[config.mk]
export PLATFORM = sky130hd
export DESIGN_NAME = stall_fwd_ctrl
export DESIGN_NICKNAME = d
export VERILOG_FILES = /design/src/rtl/stall_fwd_ctrl.sv
export SDC_FILE = /design/constraint.sdc
export NUM_CORES = 1
export LEC_CHECK = 0
export ABC_AREA = 1
export CORE_ASPECT_RATIO = 1.25
export CORE_MARGIN = 2
export CORE_UTILIZATION = 35
export CTS_BUF_LIST = sky130_fd_sc_hd__clkbuf_16
export CTS_CLUSTER_DIAMETER = 200
export DETAILED_ROUTE_END_ITERATION = 8
export PLACE_DENSITY_LB_ADDON = 0.1
export SYNTH_ARGS = -nofsm -noshare
export SYNTH_HDL_FRONTEND = slang
export SYNTH_SLANG_ARGS = --single-unit
[constraint.sdc]
create_clock -name clk -period 1.7 [get_ports clk]
set_clock_uncertainty 0.15 [all_clocks]
set_input_delay 0.34 -clock clk [delete_from_list [all_inputs] [get_ports clk]]
set_output_delay 0.34 -clock clk [all_outputs]
set_load 0.1 [all_outputs]
[src/rtl/stall_fwd_ctrl.sv]
// Hazard unit: tuse/tnew stall detection plus D/E/M operand forwarding selects.
// Define STALL_FWD_CTRL_FWD_EN for forwarding; otherwise stall-only mode.
module stall_fwd_ctrl (
    input  logic       clk,
    input  logic       reset,
    input  logic [4:0] d_a1,
    input  logic [4:0] d_a2,
    input  logic [4:0] d_a3,
    input  logic       d_we,
    input  logic [1:0] d_tuse_rs,
    input  logic [1:0] d_tuse_rt,
    input  logic [1:0] d_tnew,
    output logic       stall,
    output logic       flush_e,
    output logic [1:0] fwd_d_rs,
    output logic [1:0] fwd_d_rt,
    output logic [1:0] fwd_e_rs,
    output logic [1:0] fwd_e_rt,
    output logic       fwd_m_rt
);

    typedef struct packed {
        logic [4:0] a1;
        logic [4:0] a2;
        logic [4:0] a3;
        logic       we;
        logic [1:0] tnew;
    } rec_t;

    rec_t e_r, m_r, w_r;

    function automatic logic hit(input logic [4:0] r, input rec_t x);
        return x.we && (x.a3 == r) && (r != 5'd0);
    endfunction

    always_ff @(posedge clk) begin
        if (reset) begin
            e_r <= '0;
            m_r <= '0;
            w_r <= '0;
        end else begin
            if (stall)
                e_r <= '0;
            else
                e_r <= '{a1: d_a1, a2: d_a2, a3: d_a3, we: d_we, tnew: d_tnew};
            m_r      <= e_r;
            m_r.tnew <= (e_r.tnew == 2'd0) ? 2'd0 : e_r.tnew - 2'd1;
            w_r      <= m_r;
            w_r.tnew <= 2'd0;
        end
    end

`ifdef STALL_FWD_CTRL_FWD_EN
    // Stall only while the producer's result is still too far away.
    function automatic logic need_stall(input logic [4:0] r,
                                        input logic [1:0] tuse,
                                        input rec_t e, input rec_t m);
        return (tuse != 2'd3) &&
               ((hit(r, e) && (e.tnew > tuse)) ||
                (hit(r, m) && (m.tnew > tuse)));
    endfunction

    // Youngest matching stage wins; an unready youngest match selects none.
    function automatic logic [1:0] sel_d(input logic [4:0] r, input rec_t e,
                                         input rec_t m, input rec_t w);
        if (hit(r, e)) return (e.tnew == 2'd0) ? 2'b01 : 2'b00;
        if (hit(r, m)) return (m.tnew == 2'd0) ? 2'b10 : 2'b00;
        if (hit(r, w)) return 2'b11;
        return 2'b00;
    endfunction

    function automatic logic [1:0] sel_e(input logic [4:0] r, input rec_t m,
                                         input rec_t w);
        if (hit(r, m)) return (m.tnew == 2'd0) ? 2'b01 : 2'b00;
        if (hit(r, w)) return 2'b10;
        return 2'b00;
    endfunction

    assign stall    = need_stall(d_a1, d_tuse_rs, e_r, m_r) ||
                      need_stall(d_a2, d_tuse_rt, e_r, m_r);
    assign fwd_d_rs = sel_d(d_a1, e_r, m_r, w_r);
    assign fwd_d_rt = sel_d(d_a2, e_r, m_r, w_r);
    assign fwd_e_rs = sel_e(e_r.a1, m_r, w_r);
    assign fwd_e_rt = sel_e(e_r.a2, m_r, w_r);
    assign fwd_m_rt = hit(m_r.a2, w_r);

    logic unused;
    assign unused = ^{w_r.a1, w_r.a2, w_r.tnew};
`else
    // Without bypass paths any in-flight writer of a source blocks D.
    function automatic logic need_stall(input logic [4:0] r,
                                        input logic [1:0] tuse,
                                        input rec_t e, input rec_t m,
                                        input rec_t w);
        return (tuse != 2'd3) && (hit(r, e) || hit(r, m) || hit(r, w));
    endfunction

    assign stall    = need_stall(d_a1, d_tuse_rs, e_r, m_r, w_r) ||
                      need_stall(d_a2, d_tuse_rt, e_r, m_r, w_r);
    assign fwd_d_rs = 2'b00;
    assign fwd_d_rt = 2'b00;
    assign fwd_e_rs = 2'b00;
    assign fwd_e_rt = 2'b00;
    assign fwd_m_rt = 1'b0;

    logic unused;
    assign unused = ^{w_r.a1, w_r.a2, w_r.tnew, m_r.a2, m_r.tnew};
`endif

    assign flush_e = stall;

endmodule
; ---- Word-level counts from Yosys, hierarchy flattened
; Index checks and enable logic that the tools add are counted.
[totals]
word_cells = 36
in_bits = 24
romBits = 0
mem_bits_rw = 0
output_inout_bits = 11
latchBits = 0
reg_bits = 18
n_memories = 0
[classes]
reduce_logical = 22
n_div = 0
eq_ne = 8
magnitude_cmp = 0
addsub = 0
muxes = 0
n_bitwise = 0
n_shift = 0
mul = 0
[op_table]
columns = operator, n
row1 = 5-bit == test, 6
row2 = 1-bit logical AND, 14
row3 = 5-bit nonzero test, 2
row4 = 1-bit logical OR, 5
row5 = "2-bit inequality test, second input constant", 2
row6 = 2-bit OR reduction, 1

; ---- Logic depth before layout (Yosys ltp)
; Gate-level depths: netlist of run 1.
[depth]
depth_word = 8
depth_mapped = 9
depth_no_buf = 9

; ---- Worst setup path before layout of run 1
; No wires, ideal clock.
[synth_timing]
path_type = register to output
start = register e_r[3] (netlist bit)
end = output stall
path_buffers = 1
t_arrival_ns = 1.910
stages_incl_launch_ff = 10
path_slack_ns = -0.700
path_cell_list = dfxtp_1 -> inv_1 -> nand2_1 -> nand2_1 -> nor2_1 -> nand3_2 -> nand3_2 -> nand2_4 -> nand2_1 -> buf_4
[synth_between]
elab_chain_cells = 7
[synth_lines]
columns = element, line
row1 = from (decl), 30  ; rec_t e_r, m_r, w_r;
row2 = from (signal assigned), 45  ; e_r <= '{a1: d_a1, a2: d_a2, a3: d_a3, we: d_we, tnew: d_tnew};
row3 = 5-bit == test, 33  ; return x.we && (x.a3 == r) && (r != 5'd0);
row4 = 1-bit logical AND (2 in series), 33
row5 = 1-bit logical OR (2 in series), 95  ; return (tuse != 2'd3) && (hit(r, e) || hit(r, m) || hit(r, w));
row6 = 1-bit logical AND, 95
row7 = 1-bit logical OR *, 98  ; assign stall = need_stall(d_a1, d_tuse_rs, e_r, m_r, w_r) ||
row8 = to (decl), 13  ; output logic stall,
; Every way passes the cells marked *; elsewhere a longest branch is shown, timed or not.

; ---- Worst setup path in the final report of run 1
[layout_timing]
start = register m_r[3] (netlist bit)
end = output flush_e
[layout_between]
elab_chain_cells = 7
[layout_lines]
columns = element, line
row1 = from (decl), 30
row2 = from (signal assigned), 46  ; m_r <= e_r;
row3 = 5-bit == test, 33
row4 = 1-bit logical AND (2 in series), 33
row5 = 1-bit logical OR (2 in series), 95
row6 = 1-bit logical AND, 95
row7 = 1-bit logical OR *, 98
row8 = to (decl), 14  ; output logic flush_e,
; Marks and branches as above.

==> impl_results.md, run 1 <==
* GR Overflow Total at 0
* Worst vdd ir at 0.4763 mV
* Die W at around 56 microns
* GP Congestion at ~0.96
* Reg2Reg Setup Slack at about 0.010 ns
* Post-synth EDFFs at 0
* TritonCTS clock tree: built
* Critical Path Most Common Cell: nand3_2
* Design area at 1675 sq um
* WS Path Type: reg2out
* CTS Hold Bufs at 0
* Placed Area at about 1500 sq um
* Pwr Total at roughly 0.0013 W
* Slowest-stage cell, CP: dfxtp_2
* CTS buffer count at 3
* Yosys warnings at 0
* Crit-path cells: buf_6, nand2_2, o21ai_2, nor2_2, nand3_2, nand3_2, nand2_4, nand2_8, buf_12
* Final setup margin at -0.2064 ns
* CP Max Fanout at 2
* Leakage Power at between 0.8 and 0.9 nW
* Pre-CTS WS at -0.5431 ns
* Antenna violations before repair at 0
* First-pass GRT wire length at approximately 5100 microns
* Worst-Skew Late Latency at ~0.25 ns
* CP Launch Type: register
* CP arrival at 1.42 ns
* Wire per inst at approximately 11 microns
* Max-cap viol count at 0
* Dominant register cell in the synthesized netlist: dfxtp_1
* Failing checks: setup timing
* Asr flop ratio synth at 0%
* Synth Instances at just over 200
* Share of cells above drive strength 1 at between 40% and 50%
* Antenna-violating nets left at 0
* Setup Total Neg Slack at -0.4108 ns
* # rows at 23
* Number of setup violations in the final report at 2
* Drt first pass iters at 4
* Worst EP required at 1.21 ns
* Detailed placement HPWL at 2607 microns
* Commonest cells after routing, fill and taps aside: nand2_1, nor2_1, inv_2
* DRC violations left at 0
* Worst r2r src: m_r[6]$_SDFF_PP0_
* Drt first-iter violations at 31
* Worst r2r dst: e_r[6]$_SDFF_PP0_
* Initial core utilization at around 37%
* Power per cell area at roughly 760 nW/um^2
* Clock Sinks at 18
* Post-Syn Area at roughly 1200 sq um
* Largest net degree at the start of global routing at 11
* # port buffers at 23
* Final cycle utilization of the critical path at 112.1%
* Hold Crit Endpoint: m_r[2]$_SDFF_PP0_
* Final Hold Viols at 0
* Register area share after synthesis at a little under a third
* DR vias at 1216
* Status: complete, but fails checks
* Yosys cell types at 18
* Clock Pin Slew Worst Setup and Hold Paths at 0.05 ns
* Die area at between 3000 and 4000 sq um
* Finished Core Util at 51.98%
* Core ar. at between 3000 and 4000 sq um
* Max Slew Vio Count at 0
* Commonest non-fill, non-tap cell in the layout: nand2_1
* Routed WL at 3133 microns
* Total track usage at between 10% and 20%
* Die height at roughly 69 microns
* Inserted Diodes at 0
* Drt via density at about 4.4
* Reg2Reg Depth at 12
* Clock tree buffer depth at 2
* Yosys reg bits at 18
* Hold path cells at 2
* Fin nets at 263
* Synth area leader: dfxtp_1
* Min-delay src: e_r[2]$_SDFF_PP0_
* Avg Cell Area, Syn at 5.841 sq um
* H-tree Lvls at 1
* Crit path capture type: output port
* Io pins at 35
* Max stage delay on crit path at 0.33 ns
* HP Class: reg2reg
* CTS Root Cell: clkbuf_16
* Minimum clock period at between 1.5 and 2 ns
* Vias in the first global route at around 1100
* Largest cells by area after synthesis: dfxtp_1, nand2_1, nor2_1
* Unrepaired setup endpoints after global routing: yes
* Yosys top cell area share at around 30%
* Achievable frequency at between 500 and 600 MHz
* Layout area overhead at 41.99%
-- per-layer routing --
metal	wire, microns	GRT usage (%)	up-vias
met5	0	0	-
met4	57	6.250	0
met3	105	2.985	7
met2	1618	32.74	20
met1	1351	20.77	537
li1	-	-	652
-- worst max-delay path: cells and delay by family, from the launching register on --
| family | cells | cell delay, ns |
|---|---|---|
| buffers and inverters | 2 | 0.28 |
| AO/OA/AOI/OAI | 1 | 0.05 |
| flip-flops | 1 | 0.33 |
| AND/OR/NAND/NOR | 6 | 0.50 |
-- synthesized netlist by cell type, types with 2 or more instances --
master,n
o21ai_0,3
inv_1,25
nand2_1,72
nand3_2,4
nand4_1,2
nand3_1,4
inv_2,11
nor2_1,33
dfxtp_1,18
buf_4,10
o21ai_1,6
nor2_2,8
-- registers in the layout (all words and copies together), names as in the netlist --
| register | cells |
|---|---|
| e_r | 6 |
| m_r | 6 |
| w_r | 6 |
-- area by class of cell --
type | instances | area [sq um]
Fill cell | 339 | 1548
Multi-Input combinational cell | 145 | 721.9
Sequential cell | 18 | 384.1
Timing Repair Buffer | 35 | 309.0
Inverter | 36 | 135.1
Clock buffer | 3 | 75.07
Tap cell | 37 | 46.29
Clock inverter | 1 | 3.754
-- timing repair --
action | 4_1_cts | 5_1_grt
setup buffers | 1 | 2
setup endpoints to repair | 8 | 8
gates resized for setup | 37 | 49
pin swaps | 11 | 26
-- stage by stage --
step,hold WS [ns],std cells
floorplan,0.2613,210
global placement,0.2896,268
detailed placement,0.2969,268
CTS,0.3047,273
global route,0.3181,275
finish,0.2936,275
-- kinds of logic (layout without fill, tap and decap cells) --
group	count (synthesis)	in the layout	synth area share, %
other cells	1	9	0.3178
compound gates	10	10	4.241
simple gates	126	126	46.77
buf+inv	47	75	18.13
flops	18	18	30.54
-- how the worst max path moves through the flow --
stage	from	to	slack, ns	depth (start not counted)
CTS	m_r[3]$_SDFF_PP0_	flush_e	-0.23	9
floorplan	e_r[3]$_SDFF_PP0_	stall	0.0006	9
global placement	d_a1[1]	flush_e	-0.53	10
global route	m_r[3]$_SDFF_PP0_	flush_e	-0.26	9
detailed placement	d_a1[1]	flush_e	-0.54	10
finish	m_r[3]$_SDFF_PP0_	flush_e	-0.21	9
-- power by group --
| part | switching [W] | internal, W | total, W |
|---|---|---|---|
| Clock | 0.000172 | 0.000313 | 0.000485 |
| Sequential | 0.0000188 | 0.000442 | 0.000461 |
| Combinational | 0.000220 | 0.000105 | 0.000325 |
| Total | 0.000410 | 0.000860 | 0.00127 |
Power figures use the tool's default switching activity.
==> run 2: changes to the inputs <==
--- a/config.mk
+++ b/config.mk
@@ -6,6 +6,7 @@
 export NUM_CORES = 1
 export LEC_CHECK = 0
 export ABC_AREA = 1
+export ABC_CLOCK_PERIOD_IN_PS = 1700
 export CORE_ASPECT_RATIO = 1.25
 export CORE_MARGIN = 2
 export CORE_UTILIZATION = 35
==> results of run 2 <==
No change in the layout: final DEF, timing and power equal those of run 1.
==> variant 1 (config.mk and constraints of run 1) <==
Add a define of `STALL_FWD_CTRL_FWD_EN`.
--- a/src/rtl/stall_fwd_ctrl.sv
+++ b/src/rtl/stall_fwd_ctrl.sv
@@ -1,5 +1,7 @@
 // Hazard unit: tuse/tnew stall detection plus D/E/M operand forwarding selects.
 // Define STALL_FWD_CTRL_FWD_EN for forwarding; otherwise stall-only mode.
+`define STALL_FWD_CTRL_FWD_EN
+
 module stall_fwd_ctrl (
     input  logic       clk,
     input  logic       reset,
Check against the original RTL: not equivalent (a bounded check fails within 4 cycles, from zero or initial values and one cycle with reset high).
==> variant 1 against run 1 <==
The flow still finishes with violations (negative setup slack); synthesized area increased by 92%; cell area increased by 150%; combinational power increased by 110%; wire length increased by 140%; sequential cell count grew 19; power rose by 110%; critical path type unchanged; die area is 85% higher; worst setup slack got worse by 0.24 ns.
==> variant 1: results (changes against run 1) <==
Outcome
  • Status: finished, violations left
  • Failing checks: negative setup slack

Yosys
  • Synth Net Count: 373
  • Register area share after synthesis: 32.7% (+2.2 points)
  • Ranking of synthesized cells by area: dfxtp_1 (33%), nand2_1 (13%), inv_1 (7.1%)
  • Most instantiated cells after synthesis: nand2_1 (78), inv_1 (43), nor2_1 (40), dfxtp_1 (37), a21oi_1 (20)
  • Yosys cell types: 29 (+11)

Power and ir drop
  • P_leak: 1.82 nW (+120%)
  • IR drop worst, VDD: 0.486 mV (+2.1%)

GRT
  • Global-route wire length before repair: 12300 um (+140%)
  • Global-route usage over all layers: 22.1% (+4.5 points)
  • Initial antenna violation count: 0 (unchanged)
  • Number of global-route vias before repair: 2579 (+130%)
  • Largest net degree at the start of global routing: 20 (+9)

Placement
  • Global placer's final weighted congestion: 0.956 (-0.29%)
  • Placed cell area: 0.00343 mm^2 (+130%)
  • Final HPWL DP: 5500 um (+110%)
  • Port Buffer Count: 34 (+48%)
  • Pre-CTS setup slack: -0.800 ns (-0.257 ns)

Min path
  • Min-delay src: d_a2[4]
  • HP Class: input port to flip-flop

Layout
  • Largest registers: e_r (18), m_r (13), w_r (6)
  • Share of cells above drive strength 1: 57.2% (+13 points)
  • Nets@finish: 474 (+80%)
  • Filler instances: 520 (+53%)

Detailed routing
  • WL/cell: 14.3 um (+26%)
  • Vias per inst: 4.79 (+8.3%)
  • DRT iter0 DRCs: 64 (+110%)

STA
  • # setup viols final: 29 (+27)
  • Final setup margin: -0.446 ns (-0.240 ns)

Clock tree
  • Worst-path clk slew: 0.06 ns
  • Clock latency on the worst-skew pair: 0.28 ns (+0.03 ns)
  • H-Tree Depth: 2 (+1)
  • Clock Path Buffers: 2 (unchanged)
  • CTS root buf: clkbuf_16
  • CTS buffer count: 5 (+2)

Setup path
  • CP Max Fanout: 4 (+2)
  • FF-to-FF Start: m_r[6]
  • Crit. Startpoint: w_r[3]
variant 1: logic make-up after synthesis:
family                     share of synthesized area, %
AOI/OAI and AO/OA                                  10.1
adders and majority gates                          4.97
buffers and inverters                              12.2
DFF                                                32.7
xor gates and xnor gates                           5.41
and+or+nand+nor                                    34.6
variant 1: critical path, stage by stage (launching register included):
cell and delay (ns):
dfxtp_4 0.36, xor2_1 0.17, a21oi_1 0.12, and2_1 0.15, nand4_1 0.24, o21ai_4 0.15
buf_12 0.19
variant 1: final timing paths:
| check | end | slack (ns) | cells past startpoint |
|---|---|---|---|
| max | fwd_d_rs[1] | -0.45 | 6 |
| min | e_r[12] | 0.23 | 3 |
| max reg2reg | e_r[17] | -0.25 | 13 |
| min reg2reg | m_r[0] | 0.26 | 1 |
variant 1: where the power goes:
| group | switching, W | total (W) | internal, W |
|---|---|---|---|
| sequential | 0.0000488 | 0.000951 | 0.000902 |
| clock | 0.000363 | 0.00104 | 0.000682 |
| combinational | 0.000353 | 0.000668 | 0.000315 |
| total | 0.000764 | 0.00266 | 0.00190 |
variant 1: layout make-up:
cell class	instances	area (um^2)	share of cell area, %
repair buffers	101	1040	24.9
flip-flops and latches	37	798	19.1
clock inverters	3	37.5	0.899
clock buffers	5	125	3.00
multi-input cells	235	1770	42.3
well taps	85	106	2.55
inverters	61	300	7.19
variant 1: timing repair:
item / CTS / global route
endpoints found under the hold margin: 0 / 0
endpoints found under the setup margin: 29 / 29
setup buffers: 9 / 6
gates resized for setup: 108 / 76
gates cloned: 1 / 0
hold buffers: 0 / 0
pin swaps: 28 / 25
variant 1: per-layer routing:
layer / wire length [um] / track usage (%) / up-vias
met5: 0 / 0 / -
met4: 346 / 11.4 / 0
met3: 208 / 3.27 / 22
met2: 4210 / 43.7 / 52
met1: 2780 / 22.6 / 1176
li1: - / - / 1274
variant 1: metrics by stage:
| stage | cells | power (W) | setup TNS [ns] |
|---|---|---|---|
| after floorplan | 340 | 0.00126 | -1.85 |
| after global placement | 504 | 0.00150 | -16.20 |
| after detailed placement | 504 | 0.00150 | -16.47 |
| after CTS | 521 | 0.00260 | -6.43 |
| after global routing | 527 | 0.00277 | -11.09 |
| final | 527 | 0.00266 | -8.66 |
==> variant 2 (config.mk and constraints of run 1) <==
Without the edit above. Make the reset (`reset`) asynchronous in one clocked block.
--- a/src/rtl/stall_fwd_ctrl.sv
+++ b/src/rtl/stall_fwd_ctrl.sv
@@ -33,7 +33,7 @@
         return x.we && (x.a3 == r) && (r != 5'd0);
     endfunction
 
-    always_ff @(posedge clk) begin
+    always_ff @(posedge clk or posedge reset) begin
         if (reset) begin
             e_r <= '0;
             m_r <= '0;
Behaviour: differs if reset is asserted again (counterexample within 4 cycles, from zero or initial values and one cycle with reset high); with reset held inactive, the same outputs for 10 cycles.
==> variant 2 against run 1 <==
The flow still finishes with violations (negative setup slack); wire length fell by 9.8%; sequential cell count did not move; worst setup slack got worse by 0.078 ns; via count fell by 2.8%; synthesized area fell by 1.7%; sequential share of layout area rose by 5.4 points; first-iteration DRC count rose by 19%; count of clock-buffer cells in the layout did not move; cell area fell by 4.8%; global-route usage fell by 1.6 points; non-clock buffer count fell by 2; clock power fell by 5.8%; power rose by 15%; critical endpoint unchanged; largest power group is now registers; highest routed layer unchanged.
==> variant 2: results (changes against run 1) <==
GRT
  • Largest net degree at the start of global routing: 19 (+8)
  • Global-route usage over all layers: 16.0% (-1.6 points)
  • Global-route wire length before repair: 4670 um (-7.9%)
  • Number of global-route vias before repair: 1111 (-1.5%)

STA
  • # setup viols final: 2 (unchanged)
  • Final setup margin: -0.285 ns (-0.0782 ns)

Power and ir drop
  • Net Sw Frac: 34.8% (+2.5 points)
  • P_leak: 0.905 nW (+7.0%)
  • IR drop worst, VDD: 0.481 mV (+0.92%)

Yosys
  • Ys async rst share: 100% (+100 points)
  • Ranking of synthesized cells by area: dfrtp_1 (39%), nand2_1 (24%), nor2_1 (9.4%)
  • Yosys cell types: 14 (-4)
  • Register area share after synthesis: 38.8% (+8.3 points)
  • Most instantiated cells after synthesis: nand2_1 (75), nor2_1 (29), inv_1 (27), dfrtp_1 (18), buf_4 (10)
  • Syn Inst Count: 187 (-7.4%)

Layout
  • Non-filler cells, final: 258 (-6.2%)

Placement
  • Global placer's final weighted congestion: 0.965 (+0.68%)

Setup path
  • CP arrival: 1.49 ns (+0.07 ns)
  • Reg2reg setup slack: 0.20 ns (+0.19 ns)
  • RR Endpoint: e_r[2]
  • FF-to-FF Start: m_r[5]
  • Crit. Startpoint: m_r[3]
  • R2R depth: 10 (-2)

Detailed routing
  • Final WL: 2830 um (-9.8%)
  • DRT iter0 DRCs: 37 (+19%)

Outcome
  • Status: finished, violations left
  • Failing checks: negative setup slack
==> variant 2: cell count changes after synthesis, sizes merged, moves of 2 or more <==
cell,before,now
inv,36,33
dfxtp,18,0
nand2,74,78
o21ai,9,7
dfrtp,0,18
nor2,41,29
==> variant 2: cell families (layout without fill, tap and decap cells) <==
family	count (synthesis)	after routing	share of synthesized area [%]
simple gates	117	117	40.2
buf+inv	43	69	17.2
flops	18	18	38.8
compound gates	8	8	3.45
other cells	1	9	0.323
==> variant 2: critical path, stage by stage, from the launching register on <==
cell,delay [ns]
dfrtp_1,0.42
inv_2,0.06
nand2_1,0.06
nand2_1,0.06
nor2_1,0.11
nand3_1,0.11
nand3_2,0.11
nand2_4,0.07
nand2_8,0.09
buf_12,0.17
==> variant 2: repair_timing <==
| action | in CTS | in global routing |
|---|---|---|
| resized for setup | 20 | 21 |
| buffers inserted | 1 | 3 |
| setup endpoints to repair | 8 | 2 |
| pin swaps | 5 | 13 |
==> variant 2: stage by stage <==
step           power (W)  worst slack (ns)  area (um^2)  TNS, ns
2_1_floorplan   0.000851           -0.0427         1210  -0.0427
5_1_grt          0.00154            -0.377         1600   -0.752
4_1_cts          0.00144            -0.292         1550   -0.584
6_report         0.00146            -0.285         1600   -0.569
3_3_place_gp    0.000978            -0.620         1470    -3.32
3_5_place_dp    0.000979            -0.634         1470    -3.45
==> variant 2: metal layers <==
metal / wire length [um] / share of wire [%] / track usage, % / vias up
li1: - / - / - / 599
met1: 1140 / 40 / 17.8 / 527
met2: 1470 / 52 / 30.5 / 47
met3: 144 / 5.1 / 2.65 / 9
met4: 73 / 2.6 / 6.71 / 0
met5: 0 / 0 / 0 / -
==> variant 2: final cells by class <==
cell class                      count  area, um^2
Fill cell                         318        1600
Clock buffer                        3        75.1
Multi-Input combinational cell    134         586
Sequential cell                    18         452
Timing Repair Buffer               33         313
Inverter                           33         124
Tap cell                           37        46.3
==> variant 2: power groups by stage <==
stage | Sequential (W) | Combinational, W | Clock (W)
floorplan | 0.000516 | 0.000335 | 0
global placement | 0.000532 | 0.000446 | 0
detailed placement | 0.000532 | 0.000447 | 0
CTS | 0.000525 | 0.000448 | 0.000464
global route | 0.000533 | 0.000521 | 0.000484
finish | 0.000528 | 0.000476 | 0.000457
==> variant 2: how the worst min path moves through the flow <==
stage | from | endpoint | slack (ns) | cells past startpoint
floorplan | reset | e_r[2] | 0.13 | 1
global placement | m_r[2] | w_r[2] | 0.24 | 0
detailed placement | m_r[6] | w_r[6] | 0.24 | 0
CTS | m_r[6] | w_r[6] | 0.25 | 0
global route | m_r[5] | w_r[5] | 0.28 | 0
finish | reset | e_r[5] | 0.26 | 3
